--- config.mk ---
export PLATFORM = sky130hd
export DESIGN_NAME = imem_loader_encoder
export DESIGN_NICKNAME = d
export VERILOG_FILES = /design/src/rtl/loader_pkg.sv /design/src/rtl/instr_encoder.sv /design/src/rtl/imem_loader_encoder.sv
export SDC_FILE = /design/constraint.sdc
export NUM_CORES = 1
export LEC_CHECK = 0
export ABC_AREA = 1
export CAP_MARGIN = 20
export CELL_PAD_IN_SITES_DETAIL_PLACEMENT = 1
export CELL_PAD_IN_SITES_GLOBAL_PLACEMENT = 1
export CORE_MARGIN = 2
export CORE_UTILIZATION = 28
export CTS_CLUSTER_DIAMETER = 100
export CTS_CLUSTER_SIZE = 16
export DETAILED_ROUTE_END_ITERATION = 6
export HOLD_SLACK_MARGIN = 0.05
export PLACE_DENSITY = 0.8
export SLEW_MARGIN = 25
export SYNTH_ARGS = -nofsm -noshare
export SYNTH_HDL_FRONTEND = slang
export SYNTH_SLANG_ARGS = --single-unit
--- constraint.sdc ---
create_clock -name clk -period 1.7 [get_ports clk]
set_input_delay 0.425 -clock clk [delete_from_list [all_inputs] [get_ports clk]]
set_output_delay 0.425 -clock clk [all_outputs]
set_load 0.05 [all_outputs]
--- src/rtl/loader_pkg.sv ---
// +---------------------------------------------------------------------------+
// | loader_pkg : kind codes, MIPS opcode/funct values and loader FSM states    |
// | Rev 1.0                                                                    |
// +---------------------------------------------------------------------------+
`default_nettype none

package loader_pkg;

  typedef enum logic [4:0] {
    K_ADD  = 5'd0,
    K_SUB  = 5'd1,
    K_AND  = 5'd2,
    K_OR   = 5'd3,
    K_SLT  = 5'd4,
    K_SLL  = 5'd5,
    K_SRL  = 5'd6,
    K_SRA  = 5'd7,
    K_JR   = 5'd8,
    K_ADDI = 5'd9,
    K_ANDI = 5'd10,
    K_ORI  = 5'd11,
    K_SLTI = 5'd12,
    K_LW   = 5'd13,
    K_SW   = 5'd14,
    K_BEQ  = 5'd15,
    K_BNE  = 5'd16,
    K_J    = 5'd17,
    K_JAL  = 5'd18,
    K_NOP  = 5'd19
  } kind_e;

  localparam logic [5:0] OP_RTYPE = 6'b000000;
  localparam logic [5:0] OP_ADDI  = 6'b001000;
  localparam logic [5:0] OP_ANDI  = 6'b001100;
  localparam logic [5:0] OP_ORI   = 6'b001101;
  localparam logic [5:0] OP_SLTI  = 6'b001010;
  localparam logic [5:0] OP_LW    = 6'b100011;
  localparam logic [5:0] OP_SW    = 6'b101011;
  localparam logic [5:0] OP_BEQ   = 6'b000100;
  localparam logic [5:0] OP_BNE   = 6'b000101;
  localparam logic [5:0] OP_J     = 6'b000010;
  localparam logic [5:0] OP_JAL   = 6'b000011;

  localparam logic [5:0] FN_ADD = 6'b100000;
  localparam logic [5:0] FN_SUB = 6'b100010;
  localparam logic [5:0] FN_AND = 6'b100100;
  localparam logic [5:0] FN_OR  = 6'b100101;
  localparam logic [5:0] FN_SLT = 6'b101010;
  localparam logic [5:0] FN_SLL = 6'b000000;
  localparam logic [5:0] FN_SRL = 6'b000010;
  localparam logic [5:0] FN_SRA = 6'b000011;
  localparam logic [5:0] FN_JR  = 6'b001000;

  typedef enum logic [1:0] {
    IDLE = 2'd0,
    LOAD = 2'd1,
    FULL = 2'd2
  } state_e;

endpackage

`default_nettype wire

--- src/rtl/instr_encoder.sv ---
// +---------------------------------------------------------------------------+
// | instr_encoder : kind + register/immediate fields -> 32-bit MIPS word       |
// | Rev 1.0                                                                    |
// +---------------------------------------------------------------------------+
`default_nettype none

module instr_encoder
  import loader_pkg::*;
(
  input  logic [4:0]  kind,
  input  logic [4:0]  rs,
  input  logic [4:0]  rt,
  input  logic [4:0]  rd,
  input  logic [4:0]  shamt,
  input  logic [15:0] imm,
  input  logic [25:0] target,
  output logic [31:0] word,
  output logic        illegal
);

  // Each arm builds only the fields its format uses; everything else is zero.
  always_comb begin
    word    = 32'h0;
    illegal = 1'b0;
    case (kind)
      K_ADD:  word = {OP_RTYPE, rs, rt, rd, 5'd0, FN_ADD};
      K_SUB:  word = {OP_RTYPE, rs, rt, rd, 5'd0, FN_SUB};
      K_AND:  word = {OP_RTYPE, rs, rt, rd, 5'd0, FN_AND};
      K_OR:   word = {OP_RTYPE, rs, rt, rd, 5'd0, FN_OR};
      K_SLT:  word = {OP_RTYPE, rs, rt, rd, 5'd0, FN_SLT};
      K_SLL:  word = {OP_RTYPE, 5'd0, rt, rd, shamt, FN_SLL};
      K_SRL:  word = {OP_RTYPE, 5'd0, rt, rd, shamt, FN_SRL};
      K_SRA:  word = {OP_RTYPE, 5'd0, rt, rd, shamt, FN_SRA};
      K_JR:   word = {OP_RTYPE, rs, 15'd0, FN_JR};
      K_ADDI: word = {OP_ADDI, rs, rt, imm};
      K_ANDI: word = {OP_ANDI, rs, rt, imm};
      K_ORI:  word = {OP_ORI,  rs, rt, imm};
      K_SLTI: word = {OP_SLTI, rs, rt, imm};
      K_LW:   word = {OP_LW,   rs, rt, imm};
      K_SW:   word = {OP_SW,   rs, rt, imm};
      K_BEQ:  word = {OP_BEQ,  rs, rt, imm};
      K_BNE:  word = {OP_BNE,  rs, rt, imm};
      K_J:    word = {OP_J,   target};
      K_JAL:  word = {OP_JAL, target};
      K_NOP:  word = 32'h0;
      default: illegal = 1'b1;
    endcase
  end

endmodule

`default_nettype wire

--- src/rtl/imem_loader_encoder.sv ---
// +---------------------------------------------------------------------------+
// | imem_loader_encoder : encodes instructions and streams them into IMEM      |
// | Optional: LOADER_CHECKSUM_EN adds an XOR checksum of written words. Rev 1.0|
// +---------------------------------------------------------------------------+
`default_nettype none

module imem_loader_encoder
  import loader_pkg::*;
#(
  parameter int DEPTH = 64,
  parameter int AW    = 6
) (
  input  logic          clk,
  input  logic          rst_n,
  input  logic          start,
  input  logic          finish,
  input  logic          in_valid,
  output logic          in_ready,
  input  logic [4:0]    kind,
  input  logic [4:0]    rs,
  input  logic [4:0]    rt,
  input  logic [4:0]    rd,
  input  logic [4:0]    shamt,
  input  logic [15:0]   imm,
  input  logic [25:0]   target,
  output logic          imem_we,
  output logic [AW-1:0] imem_addr,
  output logic [31:0]   imem_wdata,
  output logic [AW:0]   count,
  output logic          full,
  output logic          err
`ifdef LOADER_CHECKSUM_EN
  ,
  output logic [31:0]   csum
`endif
);

  localparam logic [AW-1:0] LAST_PTR = AW'(DEPTH - 1);
  localparam logic [AW:0]   LAST_CNT = (AW + 1)'(DEPTH - 1);

  state_e        state_q, state_d;
  logic [AW-1:0] ptr_q, ptr_d;
  logic [AW:0]   count_q, count_d;
  logic          err_q, err_d;
  logic          in_ready_q, in_ready_d;
  logic          full_q, full_d;
  logic          imem_we_q, imem_we_d;
  logic [AW-1:0] imem_addr_q, imem_addr_d;
  logic [31:0]   imem_wdata_q, imem_wdata_d;

  logic [31:0]   enc_word;
  logic          enc_illegal;
  logic          accept;

  instr_encoder u_enc (
    .kind    (kind),
    .rs      (rs),
    .rt      (rt),
    .rd      (rd),
    .shamt   (shamt),
    .imm     (imm),
    .target  (target),
    .word    (enc_word),
    .illegal (enc_illegal)
  );

  assign accept = in_valid & in_ready_q;

  always_comb begin
    state_d      = state_q;
    ptr_d        = ptr_q;
    count_d      = count_q;
    err_d        = err_q;
    imem_we_d    = 1'b0;
    imem_wdata_d = imem_wdata_q;
    if (start) begin
      // start overrides any handshake or finish in the same cycle
      state_d = LOAD;
      ptr_d   = '0;
      count_d = '0;
      err_d   = 1'b0;
    end else begin
      if (accept) begin
        if (enc_illegal) begin
          err_d = 1'b1;
        end else begin
          imem_we_d    = 1'b1;
          imem_wdata_d = enc_word;
          ptr_d        = (ptr_q == LAST_PTR) ? '0 : ptr_q + 1'b1;
          count_d      = count_q + 1'b1;
          if (count_q == LAST_CNT) state_d = FULL;
        end
      end
      if (finish && (state_q != IDLE)) state_d = IDLE;
    end
    // Between writes the address port shows the next write pointer.
    imem_addr_d = imem_we_d ? ptr_q : ptr_d;
    in_ready_d  = (state_d == LOAD);
    full_d      = (state_d == FULL);
  end

  always_ff @(posedge clk) begin
    if (!rst_n) begin
      state_q      <= IDLE;
      ptr_q        <= '0;
      count_q      <= '0;
      err_q        <= 1'b0;
      in_ready_q   <= 1'b0;
      full_q       <= 1'b0;
      imem_we_q    <= 1'b0;
      imem_addr_q  <= '0;
      imem_wdata_q <= 32'h0;
    end else begin
      state_q      <= state_d;
      ptr_q        <= ptr_d;
      count_q      <= count_d;
      err_q        <= err_d;
      in_ready_q   <= in_ready_d;
      full_q       <= full_d;
      imem_we_q    <= imem_we_d;
      imem_addr_q  <= imem_addr_d;
      imem_wdata_q <= imem_wdata_d;
    end
  end

  assign in_ready   = in_ready_q;
  assign imem_we    = imem_we_q;
  assign imem_addr  = imem_addr_q;
  assign imem_wdata = imem_wdata_q;
  assign count      = count_q;
  assign full       = full_q;
  assign err        = err_q;

`ifdef LOADER_CHECKSUM_EN
  logic [31:0] csum_q, csum_d;

  always_comb begin
    csum_d = csum_q;
    if (start)          csum_d = 32'h0;
    else if (imem_we_q) csum_d = csum_q ^ imem_wdata_q;
  end

  always_ff @(posedge clk) begin
    if (!rst_n) csum_q <= 32'h0;
    else        csum_q <= csum_d;
  end

  assign csum = csum_q;
`endif

endmodule

`default_nettype wire

==> out/metrics.cfg, run 1 <==
[clock_network]
cts.clk_slew.worst_paths_ps = 70
h-tree-depth = 2
cts_tree = yes
clk_path_buf_depth = 2
root_buffer = clkbuf_16
clock_latency_ps = 300
postCtsHoldBufs = 0
cts_sinks = 56
cts_buffers = 5

[synthesis]
synth_area_um2 = 3470
ys_seq_area_share_pct = 32.3
ys.flop_type = dfxtp_1
synthTopCellsByArea = dfxtp_1 32%, nand2_1 16%, nand3_1 9.1%
synth_common_cells = 144 x nand2_1, 63 x nand3_1, 56 x dfxtp_1
synthCells = 520
syn-num-nets = 594
yosysTopAreaCell = dfxtp_1
ys_async_sr_fraction_pct = 0
synth_most_common_cell = nand2_1
synth_top_area_share_pct = 32.3
syn_avg_cell_area_um2 = 6.67
ys_ff_latch = 56
ys_warn_count = 0
synth_cell_types = 37
synth_edf_count = 0

[timing]
drv_slew = 0
finalCriticalPeriod_ps = 1640
setup_viol = 0
fin_skew_ps = 4.24
finalHoldViolations = 0
clock.fmax_ghz = 0.611
period_share_pct = 96.2

[finish]
final_area_um2 = 5600
finalNetCount = 772
drive_gt1_share_pct = 29.6
area_delta_synth_final_pct = 61.5
fin_cells = 867
diodes = 0
fin_util_pct = 46.5

[routing]
vias = 4298
drt-initial-drc-count = 215
viasPerCell = 4.96
drc_errors = 0
postRouteAntennaNets = 0
firstDrtPassIters = 4
wire_per_inst_um = 16.3
routed_wl_um = 14100

[setup_path]
reg2reg_setup_slack_ps = 130
worstSetupStartpointType = primary input
cp.arrival_ps = 1830
cp_max_fo = 4
max_stage_delay_ps = 470
required_ps = 1890
end_kind = register
critPathKind = primary input to register
crit_slowest_cell = clkdlybuf4s50_1
crit_chain = clkdlybuf4s50_1, nand2_2, nor2_8, buf_4, nand4_1, nor3_1, a21oi_1, o21ai_0, inv_1

[global_route]
grt_pass1_vias = 4581
antenna_found_initial = 0
grt_max_degree = 32
grt_pass1_wl_um = 22200
track_usage_pct = 20.9
grt.overflow.total = 0

[floorplan]
die-width_um = 115
initial_core_util_pct = 28.8
die_height_um = 115
coreArea_um2 = 12100
dieArea_um2 = 13300
std_cell_rows = 40
io_pins = 121

[place]
post_dp_cell_area_um2 = 5330
portBuffers = 119
dp.cells = 850
place_hpwl_um = 10700
place_congestion = 0.886

[pwr]
p_per_area_nw_per_um2 = 561
power_leakage_nw = 2.43
max-vdd-ir-drop_v = 0.000357

[run_status]
outcome = finished, final reports clean

[hold_path]
hold_class = register to register

[job]
cap_violations = 0

-- worst max-delay path, delay by kind of cell --
family,cells,cell delay [ps]
buffers and inverters,3,660
AND/OR/NAND/NOR,4,570
AO/OA/AOI/OAI,2,170
-- worst paths after layout --
| path | from | to | cells past startpoint |
|---|---|---|---|
| hold / removal | imem_wdata[19]$_SDFFE_PN0P_ | imem_wdata[19]$_SDFFE_PN0P_ | 2 |
| setup / recovery | in_valid | ptr_q[0]$_SDFF_PN0_ | 9 |
| setup reg to reg | count[1]$_SDFFE_PP0P_ | in_ready$_SDFF_PN0_ | 9 |
| hold reg to reg | imem_wdata[19]$_SDFFE_PN0P_ | imem_wdata[19]$_SDFFE_PN0P_ | 2 |
-- state kept, by name (all words and copies together), names as in the netlist --
name	cells
count	7
imem_we	1
imem_wdata	31
imem_addr	6
state_q	2
full	1
err	1
in_ready	1
ptr_q	6
-- per-layer routing --
| metal | wire, um | vias to the layer above | GRT usage [%] |
|---|---|---|---|
| met5 | 0 | - | 0 |
| met4 | 324 | 0 | 7.15 |
| met3 | 539 | 26 | 2.90 |
| met2 | 7450 | 112 | 39.9 |
| met1 | 5780 | 2080 | 23.7 |
| li1 | - | 2080 | - |
-- power by group --
group	leakage (nW)	internal, mW	switching (mW)
sequential	0.454	1.32	0.0108
clock	0.0702	0.551	0.522
combinational	1.90	0.351	0.389
total	2.43	2.23	0.921
-- metrics by stage --
step | setup WS [ps] | setup TNS [ps] | hold slack (ps) | total power, mW
after floorplan | 7.47 | 0 | 443 | 1.69
after global placement | -560 | -21620 | 445 | 2.03
after detailed placement | -683 | -24530 | 460 | 2.06
after CTS | 9.34 | 0 | 471 | 3.15
after global routing | -24.1 | -36.9 | 485 | 3.28
final | 64.1 | 0 | 474 | 3.15
-- what timing repair did --
action | CTS | global route
pin swaps | 3 | 10
resized for setup | 9 | 24
setup endpoints to repair | 44 | 32
buffers inserted | 4 | 5
-- final cells by class --
type                       count  area (um^2)
fill                        1489         6460
multi-input combinational    397         2080
timing repair buffer         196         1870
sequential                    56         1130
tap                          168          210
inverter                      42          170
clock buffer                   5          125
clock inverter                 3         21.3
-- cell families after synthesis --
family          after synthesis  share of synthesized area [%]
compound gates               87                           15.4
xor+xnor                      1                          0.252
fa+ha+maj                     2                          0.721
buf+inv                      67                           9.02
flops                        56                           32.3
other cells                   1                          0.108
simple gates                306                           42.2
-- cell usage in the layout (no fill, tap or decap), drive strengths merged --
cell and instances:
clkbuf 10, nand2 166, buf 125, nand4 13
a21oi 50, nand3b 1, dfxtp 56, nor3 9
nand3 68, clkinv 1, o21ai 15, xor2 1
nor2 48, inv 43, a211oi 2, o211ai 4
o21bai 1, or2 1, clkinvlp 1, clkdlybuf4s50 66
conb 1, ha 2, o2111ai 5, a21boi 5
a22oi 5
No activity file was read; power rests on OpenSTA's default activity.
==> run 2: changes to the inputs <==
PLACE_DENSITY = default   (was 0.8)
PLACE_DENSITY_LB_ADDON = 0.1   (was default)
==> run 2 against run 1 <==
  * Non-clock buffer count increased by 15
  * Routed wire length decreased by 2.2%
  * Flip-flop and latch count stayed put
  * Core utilization up 2.0 points
  * Clock power increased by 13%
  * Sequential power barely moved
  * Total power increased by 6.0%
  * Final cell count rose by 1.8%
  * First-iteration DRC count is 4.2% lower
  * Critical path depth up 4
  * Global-route usage fell by 0.60 points
  * Die area did not move
  * Largest cell class unchanged
==> out/metrics.cfg, run 2 (synthesized netlist as in run 1, its figures left out) <==
[setup_path]
worstSetupStartpointType = primary input
crit_chain = dlygate4sd2_1, buf_6, nor2_4, buf_4, nand3_2, nand2_2, nor2_4, nand3_4, buf_12, nand2_1, nand3_1, nand2_1, a21oi_1
cp.arrival_ps = 1880
crit_buf_inv = 4
cp_max_fo = 7
end_kind = register
cp.depth = 13
critPathKind = primary input to register
cp_top_family = buffers and inverters
ff2ff_path_depth = 9
required_ps = 1930
max_stage_delay_ps = 240
crit_slowest_cell = dlygate4sd2_1

[finish]
fin_util_pct = 48.4
area_delta_synth_final_pct = 68.3
seqCellArea_um2 = 1120
multi_input_area_um2 = 2120
largest_reg_flops = 31
diodes = 0
final_cell_mix = 142 x nand2_1, 112 x buf_4, 66 x clkdlybuf4s50_1
layout_commonest_cell = nand2_1
n_fill_cell = 1507
fin_cells = 883
finalNetCount = 788
drive_gt1_share_pct = 31.7

[clock_network]
cts_tree = yes
cts_sinks = 56
cts.clk_slew.worst_paths_ps = 70
clk_path_buf_depth = 2
clock_latency_ps = 300
root_buffer = clkbuf_16
postCtsHoldBufs = 0
h-tree-depth = 2
cts_buffers = 5

[floorplan]
coreArea_um2 = 12100
die-width_um = 115
initial_core_util_pct = 28.8
io_pins = 121
die_height_um = 115
dieArea_um2 = 13300
std_cell_rows = 40

[pwr]
power_leakage_nw = 2.55
p_per_area_nw_per_um2 = 571
finalPower_mw = 3.33
max-vdd-ir-drop_v = 0.000315

[global_route]
antenna_found_initial = 0
grt_pass1_vias = 4355
grt_pass1_wl_um = 21800
track_usage_pct = 20.3
grt_max_degree = 28
grt.overflow.total = 0

[routing]
met2_wirelength_um = 6560
drt-initial-drc-count = 206
drc_errors = 0
firstDrtPassIters = 4
routed_wl_um = 13800
routed.top_layer = met4
viasPerCell = 4.73
drt-met1-wl_um = 6440
vias = 4181
wire_per_inst_um = 15.6
postRouteAntennaNets = 0
wl_met3_um = 601

[timing]
clock.fmax_ghz = 0.606
setup_viol = 0
finalCriticalPeriod_ps = 1650
finalHoldViolations = 0
fin_skew_ps = 5.65
fin_ws_ps = 49.1
rsz0062_at_grt = true
holdWs_ps = 462
period_share_pct = 97.1
drv_slew = 0

[place]
place_congestion = 0.847
dpl_worst_slack_ps = -566
dp.cells = 854
portBuffers = 119
place_hpwl_um = 10200

[job]
cap_violations = 0

[run_status]
outcome = finished, final reports clean

[hold_path]
holdPathStages = 2
hold_class = register to register

## run 2: worst reg2reg max path, cell delays in order, from the launching register on
cell and delay, ps:
dfxtp_2 370, ha_1 210, nand2_1 90, nor3_2 130, nand2_2 70, or2_1 240
nand3b_1 110, nand2_1 80, nand2_1 70, nor2_1 40
## run 2: area by class of cell
type | count | area share [%]
multi-input cells | 397 | 36.3
inverters | 42 | 2.87
flip-flops and latches | 56 | 19.3
repair buffers | 211 | 35.0
clock buffers | 6 | 2.21
clock inverters | 2 | 0.664
well taps | 168 | 3.60
repair inverters | 1 | 0.129
## run 2: where the power goes
part,switching [mW],internal [mW],total [mW]
sequential,0.00950,1.32,1.33
combinational,0.403,0.391,0.794
clock,0.504,0.703,1.21
## run 2: what timing repair did
action,4_1_cts,5_1_grt
setup buffers,10,7
resized for setup,18,31
gates cloned,2,2
endpoints found under the setup margin,40,35
pin swaps,7,6
## run 2: final timing paths
path	start	end	slack [ps]
worst max-delay path	kind[1]	imem_wdata[14]$_SDFFE_PN0P_	50
worst min-delay path	imem_wdata[27]$_SDFFE_PN0P_	imem_wdata[27]$_SDFFE_PN0P_	460
worst max register to register	count[0]$_SDFFE_PP0P_	in_ready$_SDFF_PN0_	180
worst min register to register	imem_wdata[27]$_SDFFE_PN0P_	imem_wdata[27]$_SDFFE_PN0P_	460
## run 2: metrics by stage
step                      TNS [ps]  area [um^2]
after CTS                        0         5680
after global placement      -19930         5350
after detailed placement    -21180         5350
final                            0         5840
after global routing          -481         5840
after floorplan                  0         3470
## run 2: routing by layer
metal / global-route usage, % / vias up
li1: - / 2117
met4: 4.50 / 0
met3: 2.11 / 11
met1: 27.9 / 1965
met5: 0 / -
met2: 34.5 / 88
